## config.mk

```make
export PLATFORM = sky130hd
export DESIGN_NAME = izh_calcium_sweep_ctrl
export DESIGN_NICKNAME = d
export VERILOG_FILES = /design/src/rtl/izh_calcium_sweep_ctrl_pkg.sv /design/src/rtl/izh_calcium_sweep_ctrl_addr_cnt.sv /design/src/rtl/izh_calcium_sweep_ctrl.sv
export SDC_FILE = /design/constraint.sdc
export NUM_CORES = 1
export LEC_CHECK = 0
export CAP_MARGIN = 10
export CORE_MARGIN = 2
export CORE_UTILIZATION = 45
export CTS_CLUSTER_SIZE = 30
export DETAILED_ROUTE_END_ITERATION = 8
export PLACE_DENSITY = 0.71
export SETUP_SLACK_MARGIN = 0.05
export SYNTH_ARGS = -nofsm -noshare
export SYNTH_HDL_FRONTEND = slang
export SYNTH_SLANG_ARGS = --single-unit
```

## constraint.sdc

```tcl
create_clock -name i_clk -period 2.4 [get_ports i_clk]
set_input_delay 0.72 -clock i_clk [delete_from_list [all_inputs] [get_ports i_clk]]
set_output_delay 0.72 -clock i_clk [all_outputs]
set_load 0.02 [all_outputs]
```

## src/rtl/izh_calcium_sweep_ctrl_pkg.sv

```systemverilog
// -----------------------------------------------------------------------------
// izh_calcium_sweep_ctrl_pkg
// Shared definitions for the calcium-leak sweep controller:
//   - sweep_state_e : FSM state encoding (IDLE=0, RD=1, WB=2, EVT=3)
//   - N_NEUR_DEF / ADDR_W_DEF : default neuron count and address width
//   - is_sram_state : true for states in which the sweep owns the SRAM port
// Optional feature macro used by the controller: CA_SWEEP_SKIP_EN.
// -----------------------------------------------------------------------------
package izh_calcium_sweep_ctrl_pkg;

    typedef enum logic [1:0] {
        ST_IDLE = 2'd0,
        ST_RD   = 2'd1,
        ST_WB   = 2'd2,
        ST_EVT  = 2'd3
    } sweep_state_e;

    localparam int N_NEUR_DEF = 256;
    localparam int ADDR_W_DEF = 8;

    function automatic logic is_sram_state(input sweep_state_e st);
        return (st == ST_RD) || (st == ST_WB);
    endfunction

endpackage

```

## src/rtl/izh_calcium_sweep_ctrl_addr_cnt.sv

```systemverilog
// -----------------------------------------------------------------------------
// izh_sweep_addr_cnt
// Neuron address counter for the calcium sweep. Advances by one on i_inc and
// returns to 0 only after N_NEUR-1 (never free-wraps at 2**ADDR_W).
// Ports:
//   i_clk, i_rstn  : clock, asynchronous active-low reset
//   i_inc          : advance the counter this cycle
//   o_cnt          : current neuron address
//   o_cnt_nxt      : address the counter will hold after this edge
//   o_tc           : terminal count, o_cnt == N_NEUR-1
// -----------------------------------------------------------------------------
module izh_sweep_addr_cnt
    import izh_calcium_sweep_ctrl_pkg::*;
#(
    parameter int N_NEUR = N_NEUR_DEF,
    parameter int ADDR_W = ADDR_W_DEF
) (
    input  logic              i_clk,
    input  logic              i_rstn,
    input  logic              i_inc,
    output logic [ADDR_W-1:0] o_cnt,
    output logic [ADDR_W-1:0] o_cnt_nxt,
    output logic              o_tc
);

    logic [ADDR_W-1:0] r_cnt;
    logic [ADDR_W-1:0] w_cnt_nxt;
    logic              w_tc;

    assign w_tc = (r_cnt == ADDR_W'(N_NEUR - 1));

    // Next-count selection: hold, increment, or return to neuron 0 at terminal count.
    always_comb begin
        w_cnt_nxt = r_cnt;
        if (i_inc) begin
            if (w_tc) begin
                w_cnt_nxt = '0;
            end else begin
                w_cnt_nxt = r_cnt + ADDR_W'(1);
            end
        end else begin
            w_cnt_nxt = r_cnt;
        end
    end

    // Counter register.
    always_ff @(posedge i_clk or negedge i_rstn) begin
        if (!i_rstn) begin
            r_cnt <= '0;
        end else begin
            r_cnt <= w_cnt_nxt;
        end
    end

    assign o_cnt     = r_cnt;
    assign o_cnt_nxt = w_cnt_nxt;
    assign o_tc      = w_tc;

endmodule

```

## src/rtl/izh_calcium_sweep_ctrl.sv

```systemverilog
// -----------------------------------------------------------------------------
// izh_calcium_sweep_ctrl
// On every time-reference strobe, walks all N_NEUR neurons with an atomic
// read / write-back pair on the neuron-state SRAM, asserting o_tref_en in the
// write-back cycle. The spike-event path may take the shared port, but only
// between neurons, never between a neuron's read and its write-back.
// Ports:
//   i_clk, i_rstn      : clock, asynchronous active-low reset
//   i_tref_pulse       : one-cycle time-reference strobe
//   i_evt_req          : event path port request (held until o_evt_gnt)
//   i_evt_done         : event path releases the port (one-cycle pulse)
//   i_skip_neur        : (CA_SWEEP_SKIP_EN only) suppress write-back of this neuron
//   o_evt_gnt          : event path owns the SRAM port
//   o_sweep_busy       : sweep in progress or pending
//   o_sram_cs/we/addr  : sweep-side SRAM controls
//   o_tref_en          : calcium datapath time-reference enable (write-back only)
//   o_tref_overrun     : sticky, strobe arrived while a sweep was pending
// Configuration macro: CA_SWEEP_SKIP_EN adds i_skip_neur, which is sampled in
// the write-back cycle and gates o_sram_we / o_tref_en without changing timing.
// -----------------------------------------------------------------------------
module izh_calcium_sweep_ctrl
    import izh_calcium_sweep_ctrl_pkg::*;
#(
    parameter int N_NEUR = N_NEUR_DEF,
    parameter int ADDR_W = ADDR_W_DEF
) (
    input  logic              i_clk,
    input  logic              i_rstn,
    input  logic              i_tref_pulse,
    input  logic              i_evt_req,
    input  logic              i_evt_done,
`ifdef CA_SWEEP_SKIP_EN
    input  logic              i_skip_neur,
`endif
    output logic              o_evt_gnt,
    output logic              o_sweep_busy,
    output logic              o_sram_cs,
    output logic              o_sram_we,
    output logic [ADDR_W-1:0] o_sram_addr,
    output logic              o_tref_en,
    output logic              o_tref_overrun
);

    sweep_state_e      r_state;
    sweep_state_e      w_state_nxt;
    logic              r_pending;
    logic              w_pending_nxt;
    logic              r_overrun;
    logic              w_overrun_nxt;
    logic              w_inc;
    logic              w_last_wb;
    logic              w_tc;
    logic [ADDR_W-1:0] w_cnt;
    logic [ADDR_W-1:0] w_cnt_nxt;
    logic              r_cs;
    logic              r_we;
    logic              r_tref_en;
    logic              r_gnt;
    logic [ADDR_W-1:0] r_addr;

    izh_sweep_addr_cnt #(
        .N_NEUR (N_NEUR),
        .ADDR_W (ADDR_W)
    ) u_addr_cnt (
        .i_clk     (i_clk),
        .i_rstn    (i_rstn),
        .i_inc     (w_inc),
        .o_cnt     (w_cnt),
        .o_cnt_nxt (w_cnt_nxt),
        .o_tc      (w_tc)
    );

    assign w_last_wb = (r_state == ST_WB) && w_tc;

    // Next-state, pending/overrun and counter-advance decode.
    always_comb begin
        w_state_nxt   = r_state;
        w_pending_nxt = r_pending;
        w_overrun_nxt = r_overrun;
        w_inc         = 1'b0;
        case (r_state)
            ST_IDLE: begin
                if (i_evt_req) begin
                    w_state_nxt = ST_EVT;
                end else if (r_pending) begin
                    w_state_nxt = ST_RD;
                end else begin
                    w_state_nxt = ST_IDLE;
                end
            end
            ST_RD: begin
                w_state_nxt = ST_WB;
            end
            ST_WB: begin
                w_inc = 1'b1;
                if (i_evt_req) begin
                    w_state_nxt = ST_EVT;
                end else if (w_tc) begin
                    // A strobe on the final write-back starts the next sweep at once.
                    w_state_nxt = i_tref_pulse ? ST_RD : ST_IDLE;
                end else begin
                    w_state_nxt = ST_RD;
                end
            end
            ST_EVT: begin
                if (i_evt_done) begin
                    w_state_nxt = r_pending ? ST_RD : ST_IDLE;
                end else begin
                    w_state_nxt = ST_EVT;
                end
            end
            default: begin
                w_state_nxt = ST_IDLE;
            end
        endcase

        if (w_last_wb) begin
            w_pending_nxt = i_tref_pulse;
        end else if (i_tref_pulse) begin
            if (r_pending) begin
                w_overrun_nxt = 1'b1;
            end else begin
                w_pending_nxt = 1'b1;
            end
        end else begin
            w_pending_nxt = r_pending;
        end
    end

    // State, pending/overrun flags and output registers (outputs decoded from next state).
    always_ff @(posedge i_clk or negedge i_rstn) begin
        if (!i_rstn) begin
            r_state   <= ST_IDLE;
            r_pending <= 1'b0;
            r_overrun <= 1'b0;
            r_cs      <= 1'b0;
            r_we      <= 1'b0;
            r_tref_en <= 1'b0;
            r_gnt     <= 1'b0;
            r_addr    <= '0;
        end else begin
            r_state   <= w_state_nxt;
            r_pending <= w_pending_nxt;
            r_overrun <= w_overrun_nxt;
            r_cs      <= is_sram_state(w_state_nxt);
            r_we      <= (w_state_nxt == ST_WB);
            r_tref_en <= (w_state_nxt == ST_WB);
            r_gnt     <= (w_state_nxt == ST_EVT);
            r_addr    <= is_sram_state(w_state_nxt) ? w_cnt_nxt : '0;
        end
    end

`ifdef CA_SWEEP_SKIP_EN
    // Skip comes from this cycle's read data, so it can only gate the registered enables.
    assign o_sram_we = r_we & ~i_skip_neur;
    assign o_tref_en = r_tref_en & ~i_skip_neur;
`else
    assign o_sram_we = r_we;
    assign o_tref_en = r_tref_en;
`endif

    assign o_evt_gnt      = r_gnt;
    assign o_sweep_busy   = r_pending;
    assign o_sram_cs      = r_cs;
    assign o_sram_addr    = r_addr;
    assign o_tref_overrun = r_overrun;

endmodule

```

[After elaboration in Yosys (flattened, before gate mapping)]
Index checks and enable logic that the tools add are counted.
Storage, ports and cells
  bits in registers: 23
  output and inout bits: 14
  logic and storage cells: 35
Operators by class
  add/sub/neg operators: 1
  equality and inequality tests: 7
  mux-type cells: 13
  bitwise operators: 1
  reductions and logical operators: 5
Operator list (number)
  2-to-1 mux 8 bit: 3
  adder 8 x 1 -> 8 bit, second input constant: 1
  equality test 2 bit, second input constant: 4
  equality test 8 bit, second input constant: 1
  case mux 2 bit (4 select lines): 1
  2-to-1 mux 1 bit: 6
  2-to-1 mux 2 bit: 3
  equality test 2 x 1 -> 1 bit, second input constant: 2
  AND reduction 3 bit: 1
  zero test 2 bit: 1
  nonzero test 2 bit: 1
  logical AND 1 bit: 1
  logical OR 1 bit: 1
  NOT 1 bit: 1

[Longest topological paths before layout]
Gate-level depths: netlist of the first run.
  word-level depth: 7
  depth in mapped cells: 9

[Modules after synthesis]
From an unflattened synthesis of the first run, not the netlist that was laid out.
Unflattened totals
  cell total of the unflattened synthesis: 75
  area total of the unflattened synthesis: 948.4 sq um
By module, submodules not included
  izh_calcium_sweep_ctrl: instances 1, cells an instance 40, area each 566.8 sq um, sequential area each 375.4 sq um
  izh_sweep_addr_cnt: instances 1, cells an instance 35, area each 381.6 sq um, sequential area each 200.2 sq um

[Worst setup path after synthesis of the first run]
OpenSTA, ideal clock, no wires.
  path kind: input -> register
  start point: input port i_evt_req
  end point: register r_addr[5], in the netlist o_sram_addr[5]
  setup time: 138 ps
  data arrival time: 1983 ps
  data required time: 2262 ps
  setup slack: 279 ps
  stages on the path: 8
  buffers on the path: 1
  cells stage by stage: a2bb2oi_1 o22ai_1 a21o_1 ha_1 clkbuf_1 inv_1 a32oi_1 o21ai_0
Between the ends
  longest elaborated chain between the ends: 5
  elaborated cells on any way between the ends: 7
  those cells by class: 2 x eq/ne; 4 x mux; 1 x reduce/logical
Ends and longest elaborated chain
  start, declared: RTL line izh_calcium_sweep_ctrl.sv:30  | input logic i_evt_req,
  2-to-1 mux 2 bit, on equally long branches: RTL line izh_calcium_sweep_ctrl.sv:96, izh_calcium_sweep_ctrl.sv:83
  case mux 2 bit (4 select lines) *: RTL line izh_calcium_sweep_ctrl.sv:81  | case (r_state)
  equality test 2 x 1 -> 1 bit or equality test 2 bit (tied branches): RTL line izh_calcium_sweep_ctrl_pkg.sv:22  | return (st == ST_RD) || (st == ST_WB);
  logical OR 1 bit *: RTL line izh_calcium_sweep_ctrl_pkg.sv:22
  2-to-1 mux 8 bit *: RTL line izh_calcium_sweep_ctrl.sv:149  | r_addr <= is_sram_state(w_state_nxt) ? w_cnt_nxt : '0;
  end signal, assigned: RTL line izh_calcium_sweep_ctrl.sv:149
  end, declared: RTL line izh_calcium_sweep_ctrl.sv:59  | logic [ADDR_W-1:0] r_addr;
Every way passes the cells marked *; elsewhere a longest branch is shown, timed or not.
A chain may end at the register's enable or synchronous reset.

[Final worst setup path of the first run]
Same ends and word-level chain as after synthesis.

==> results of run 1 <==
-- timing repair --
action,in CTS,in global routing
endpoints found under the setup margin,0,1
setup buffers,0,0
hold buffers,0,0
gates resized for setup,0,1
-- layout by cell type (no fill, tap or decap), drive strengths merged, types with 3 or more instances in the layout --
cell,count
a21oi,6
buf,8
clkbuf,4
clkdlybuf4s50,18
dfrtp,23
ha,3
inv,4
nand2,7
nor2,4
nor2b,3
o211ai,3
o21ai,5
or3,3
-- cells by family (layout without fill, tap and decap cells) --
logic type               after synthesis  in the layout  synth area share (%)
AND/OR/NAND/NOR                       28             28                  16.4
AO/OA/AOI/OAI                         26             26                  17.3
flip-flops                            23             23                  57.1
buffers and inverters                  6             34                  2.61
adder cells (fa/ha/maj)                3              3                  3.73
XOR/XNOR                               2              2                  1.74
multiplexers                           1              1                  1.12
-- report_power, final --
part	internal, W	switching, W
Sequential	0.000495	0.0000922
Combinational	0.000330	0.000319
Clock	0.0000647	0.000107
-- synthesized netlist by cell type --
cell and number:
o22ai_1 2, a311oi_1 1, nand4b_1 1, ha_1 3
a31oi_1 2, a32oi_1 1, nand3_1 1, a2bb2oi_1 1
inv_1 4, a31o_1 1, xnor2_1 1, nand2b_1 1
buf_4 1, a41oi_1 1, and2_1 1, a21o_1 2
mux2_1 1, nand3b_1 1, clkbuf_1 1, dfrtp_1 23
o211ai_1 3, o21ai_1 2, and4b_1 2, o21ai_0 3
a21oi_1 6, nor2b_1 3, or3_1 3, xor2_1 1
nand2_1 7, and3_1 1, nor2_1 4, nor3_2 2
nand4_1 1, a211oi_2 1
-- worst max-delay path: stages --
cell and delay [ns]:
clkdlybuf4s50_1 0.48, a2bb2oi_1 0.15, o22ai_1 0.11, a21o_1 0.17, ha_2 0.40, inv_1 0.09, a32oi_1 0.18, o21ai_0 0.11
-- sequential cells by signal, indices dropped and copies added (netlist names) --
signal	cells
o_sram_addr	8
u_addr_cnt.o_cnt	8
r_state	2
o_evt_gnt	1
o_sram_cs	1
o_sweep_busy	1
o_tref_en	1
o_tref_overrun	1
-- through the flow --
step                util (%)  area, um^2  power [W]  TNS (ns)  cells
floorplan                  -        1010   0.000931         0     89
global placement        58.6        1270    0.00122    -0.390    141
detailed placement      58.6        1270    0.00124    -0.911    141
CTS                     59.8        1300    0.00142         0    145
global route            59.9        1300    0.00152         0    145
finish                  59.9        1300    0.00141         0    145
-- final timing paths --
check                               startpoint                  end  slack (ns)
min reg2reg                     o_tref_overrun       o_tref_overrun        0.52
min in group asynchronous               i_rstn       o_sram_addr[3]        0.76
max reg2reg                u_addr_cnt.o_cnt[0]       o_sram_addr[5]        0.35
min                             o_tref_overrun       o_tref_overrun        0.52
max                                  i_evt_req       o_sram_addr[5]        0.16
max in group asynchronous               i_rstn  u_addr_cnt.o_cnt[2]        1.41
-- cell type report --
cell class | instances | area, um^2
Clock buffer | 4 | 26.3
Fill cell | 191 | 870
Inverter | 4 | 15.0
Multi-Input combinational cell | 60 | 408
Sequential cell | 23 | 576
Tap cell | 28 | 35.0
Timing Repair Buffer | 26 | 240
-- routing by layer --
metal | routed length [um] | track usage, %
met1 | 866 | 22.2
met5 | 0 | 0
met4 | 23 | 7.89
met2 | 916 | 27.1
met3 | 99 | 3.80
==> impl_metrics.toml, run 1 <==
[outcome]
status = "completed"

[synth]
synth_area_per_cell_um2 = 11.3
synth_top_area_share_pct = 57.1
synth_cell_types = 34
ys_seq_area_share_pct = 57.1
synth_seq_cells = 23
syn_area_um2 = 1010
synth_area_leaders = "dfrtp_1, ha_1, a21oi_1"
synth_top_area_cell = "dfrtp_1"
yosys_warnings = 0
netlist_instances = 89
synth_nets = 97

[clocking]
tritoncts = "done"
cts.sinks = 23
path_clk_slew_ns = 0.12
clock_latency_ns = 0.30
cts_root_buf = "clkbuf_4"
clk_path_buf_depth = 2
htree_levels = 1
cts_buffers = 3

[sta]
max_freq_mhz = 447
worst_slew_margin_rel_pct = 80.4
period_minus_slack_ns = 2.24
setup_viol_count_final = 0
worst_pin_slew_ns = 0.294
finClkSkew_ns = 0.00790
rsz0062_at_grt = "false"
period_share_pct = 93.2
final_hold_viol_count = 0
slew_viol_final = 0
holdWs_ns = 0.515
setup_slack_ns = 0.162

[worst_setup_path]
startpoint_type = "input port"
worstPathArrival_ns = 2.42
critical_path.max_fanout = 8
worst_r2r_path_depth = 8
end_kind = "flip-flop"
critPathRequiredTime_ns = 2.58
worst-setup-path-type = "in2reg"

[worst_hold_path]
hold_depth = 1
hp-class = "reg2reg"

[global_route]
grt_use_total_pct = 17.1
first_global_vias = 778
antenna_found_initial = 0
grt_pass1_wl_um = 3380
grt_max_degree = 24
grt-ovfl-total = 0

[detailed_routing]
antenna_left = 0
drtIter0Drc = 7
wl_per_cell_um = 13.1
vias = 809
drcViolationCount = 0
routed_wl_um = 1910
via_per_inst = 5.58
dr.pass1.iters = 5

[die]
die_w_um = 51.3
fp.dieH_um = 51.3
row_count = 17
num_io_pins = 19
core_area_um2 = 2170
die_area_um2 = 2630
start_util_pct = 46.4

[power_and_ir_drop]
cellPowerDensity_nw_per_um2 = 1080
ir_drop_mv = 0.539
p_leak_nw = 0.574

[placed_design]
place_ws_ns = -0.213
port-buffer-count = 18
hpwl_um = 1430
gp_congestion = 0.827

[cells_and_area]
drive_gt1_share_pct = 12.8
fin_nets = 126
n_antenna_cell = 0
area_delta_synth_final_pct = 29.1

[job]
cap_violations = 0
Note: power is estimated with default switching activity, not from simulation.
==> run 2: changes to the inputs <==
--- a/config.mk
+++ b/config.mk
@@ -8,6 +8,7 @@
 export CAP_MARGIN = 10
 export CORE_MARGIN = 2
 export CORE_UTILIZATION = 45
+export CTS_BUF_LIST = sky130_fd_sc_hd__clkbuf_16
 export CTS_CLUSTER_SIZE = 30
 export DETAILED_ROUTE_END_ITERATION = 8
 export PLACE_DENSITY = 0.71
==> impl_metrics.toml, run 2 (same netlist as run 1, synthesis figures left out) <==
[outcome]
status = "completed"

[worst_setup_path]
slowest_stage = "clkdlybuf4s50_1"
startpoint_type = "input port"
r2r-end = "o_sram_addr[5]"
path_buf_inv = 2
worstPathArrival_ns = 2.34
end_kind = "flip-flop"
critPathRequiredTime_ns = 2.53
cpLargestDelayFamily = "compound AO/OA/AOI/OAI gates"
worstReg2RegStart = "u_addr_cnt.o_cnt[0]"
worst_r2r_path_depth = 8
reg2reg_slack_ns = 0.46
path_cells = "clkdlybuf4s50_1 > a2bb2oi_1 > o22ai_1 > a21o_1 > ha_4 > inv_1 > a32oi_1 > o21ai_0"
critical_path.max_fanout = 8
critPathMaxStageDelay_ns = 0.48
worst-setup-path-type = "in2reg"

[power_and_ir_drop]
cellPowerDensity_nw_per_um2 = 1180
p_leak_nw = 0.603
fin_total_pwr_w = 0.00161
ir_drop_mv = 0.710

[worst_hold_path]
hold_depth = 1
min-delay-start = "o_tref_overrun"
min_to = "o_tref_overrun"
hp-class = "reg2reg"

[die]
row_count = 17
core_area_um2 = 2170
num_io_pins = 19
fp.dieH_um = 51.3
die_area_um2 = 2630
die_w_um = 51.3
start_util_pct = 46.4

[placed_design]
hpwl_um = 1430
port-buffer-count = 18
gp_congestion = 0.827
dpl-instance-area_um2 = 1270

[detailed_routing]
drtIter0Drc = 8
dr.pass1.iters = 3
vias = 783
via_per_inst = 5.40
routed_wl_um = 1970
antenna_left = 0
drcViolationCount = 0
wl_per_cell_um = 13.6

[clocking]
clock_latency_ns = 0.25
tritoncts = "done"
htree_levels = 1
clk_path_buf_depth = 2
cts_buffers = 3
cts_setup_buffers = 0
cts_hold_buf = 0
path_clk_slew_ns = 0.06
cts_root_buf = "clkbuf_16"
cts.sinks = 23

[cells_and_area]
n_antenna_cell = 0
area_delta_synth_final_pct = 35.3
drive_gt1_share_pct = 12.8
final_common_cell = "dfrtp_1"
fin_area_um2 = 1360
final_cell_mix = "dfrtp_1, clkdlybuf4s50_1, buf_4, nand2_1, a21oi_1"
fin_nets = 126
utilization_pct = 62.8

[sta]
worst_pin_slew_ns = 0.361
holdWs_ns = 0.501
setup_tns_ns = 0
rsz0062_at_grt = "false"
max_freq_mhz = 452
final_hold_viol_count = 0
period_share_pct = 92.2
finClkSkew_ns = 0.00298
slew_viol_final = 0
setup_viol_count_final = 0
period_minus_slack_ns = 2.21
worst_slew_margin_rel_pct = 75.8

[global_route]
grt_pass1_wl_um = 3480
grt_use_total_pct = 18.1
grt-ovfl-total = 0
first_global_vias = 778
grt_max_degree = 24
antenna_found_initial = 0

[job]
cap_violations = 0
==> run 2: how the worst max path moves through the flow <==
| stage | depth (start not counted) | slack (ns) | endpoint | start |
|---|---|---|---|---|
| 5_1_grt | 8 | 0.09 | o_sram_addr[5] | i_evt_req |
| 3_3_place_gp | 7 | -0.12 | o_sram_addr[6] | i_evt_req |
| 6_report | 8 | 0.19 | o_sram_addr[5] | i_evt_req |
| 2_1_floorplan | 8 | 0.28 | o_sram_addr[5] | i_evt_req |
| 4_1_cts | 8 | 0.05 | o_sram_addr[5] | i_evt_req |
| 3_5_place_dp | 8 | -0.21 | o_sram_addr[5] | i_evt_req |
==> run 2: cell type report <==
class | instances | area, um^2
Timing Repair Buffer | 26 | 240
Multi-Input combinational cell | 60 | 418
Clock buffer | 3 | 75.1
Sequential cell | 23 | 576
Tap cell | 28 | 35.0
Fill cell | 180 | 807
Inverter | 4 | 15.0
Clock inverter | 1 | 3.75
==> run 2: worst reg2reg max path, stage by stage (launching register included) <==
cell	delay [ns]
dfrtp_1	0.43
ha_1	0.24
nand4_1	0.20
nor3_2	0.07
a21o_1	0.21
ha_4	0.32
inv_1	0.08
a32oi_1	0.17
o21ai_0	0.11
==> run 2: layer usage <==
layer,share of wire (%),global-route usage (%)
met1,45,22.6
met2,49,28.1
met3,4.4,4.68
met4,2.3,11.0
met5,0,0
==> run 2: where the power goes <==
part	internal, W	total [W]	switching [W]
logic	0.000347	0.000677	0.000330
clock network	0.000222	0.000346	0.000125
registers	0.000497	0.000589	0.0000918
total	0.00107	0.00161	0.000546
==> run 2: what timing repair did <==
action / 4_1_cts / 5_1_grt
resized for setup: 0 / 2
endpoints found under the setup margin: 0 / 4
hold endpoints to repair: 0 / 0
==> run 2: stage by stage <==
| step | std cells | setup slack [ns] |
|---|---|---|
| global placement | 141 | -0.116 |
| floorplan | 89 | 0.279 |
| global route | 145 | 0.0930 |
| CTS | 145 | 0.0533 |
| detailed placement | 141 | -0.213 |
| finish | 145 | 0.188 |
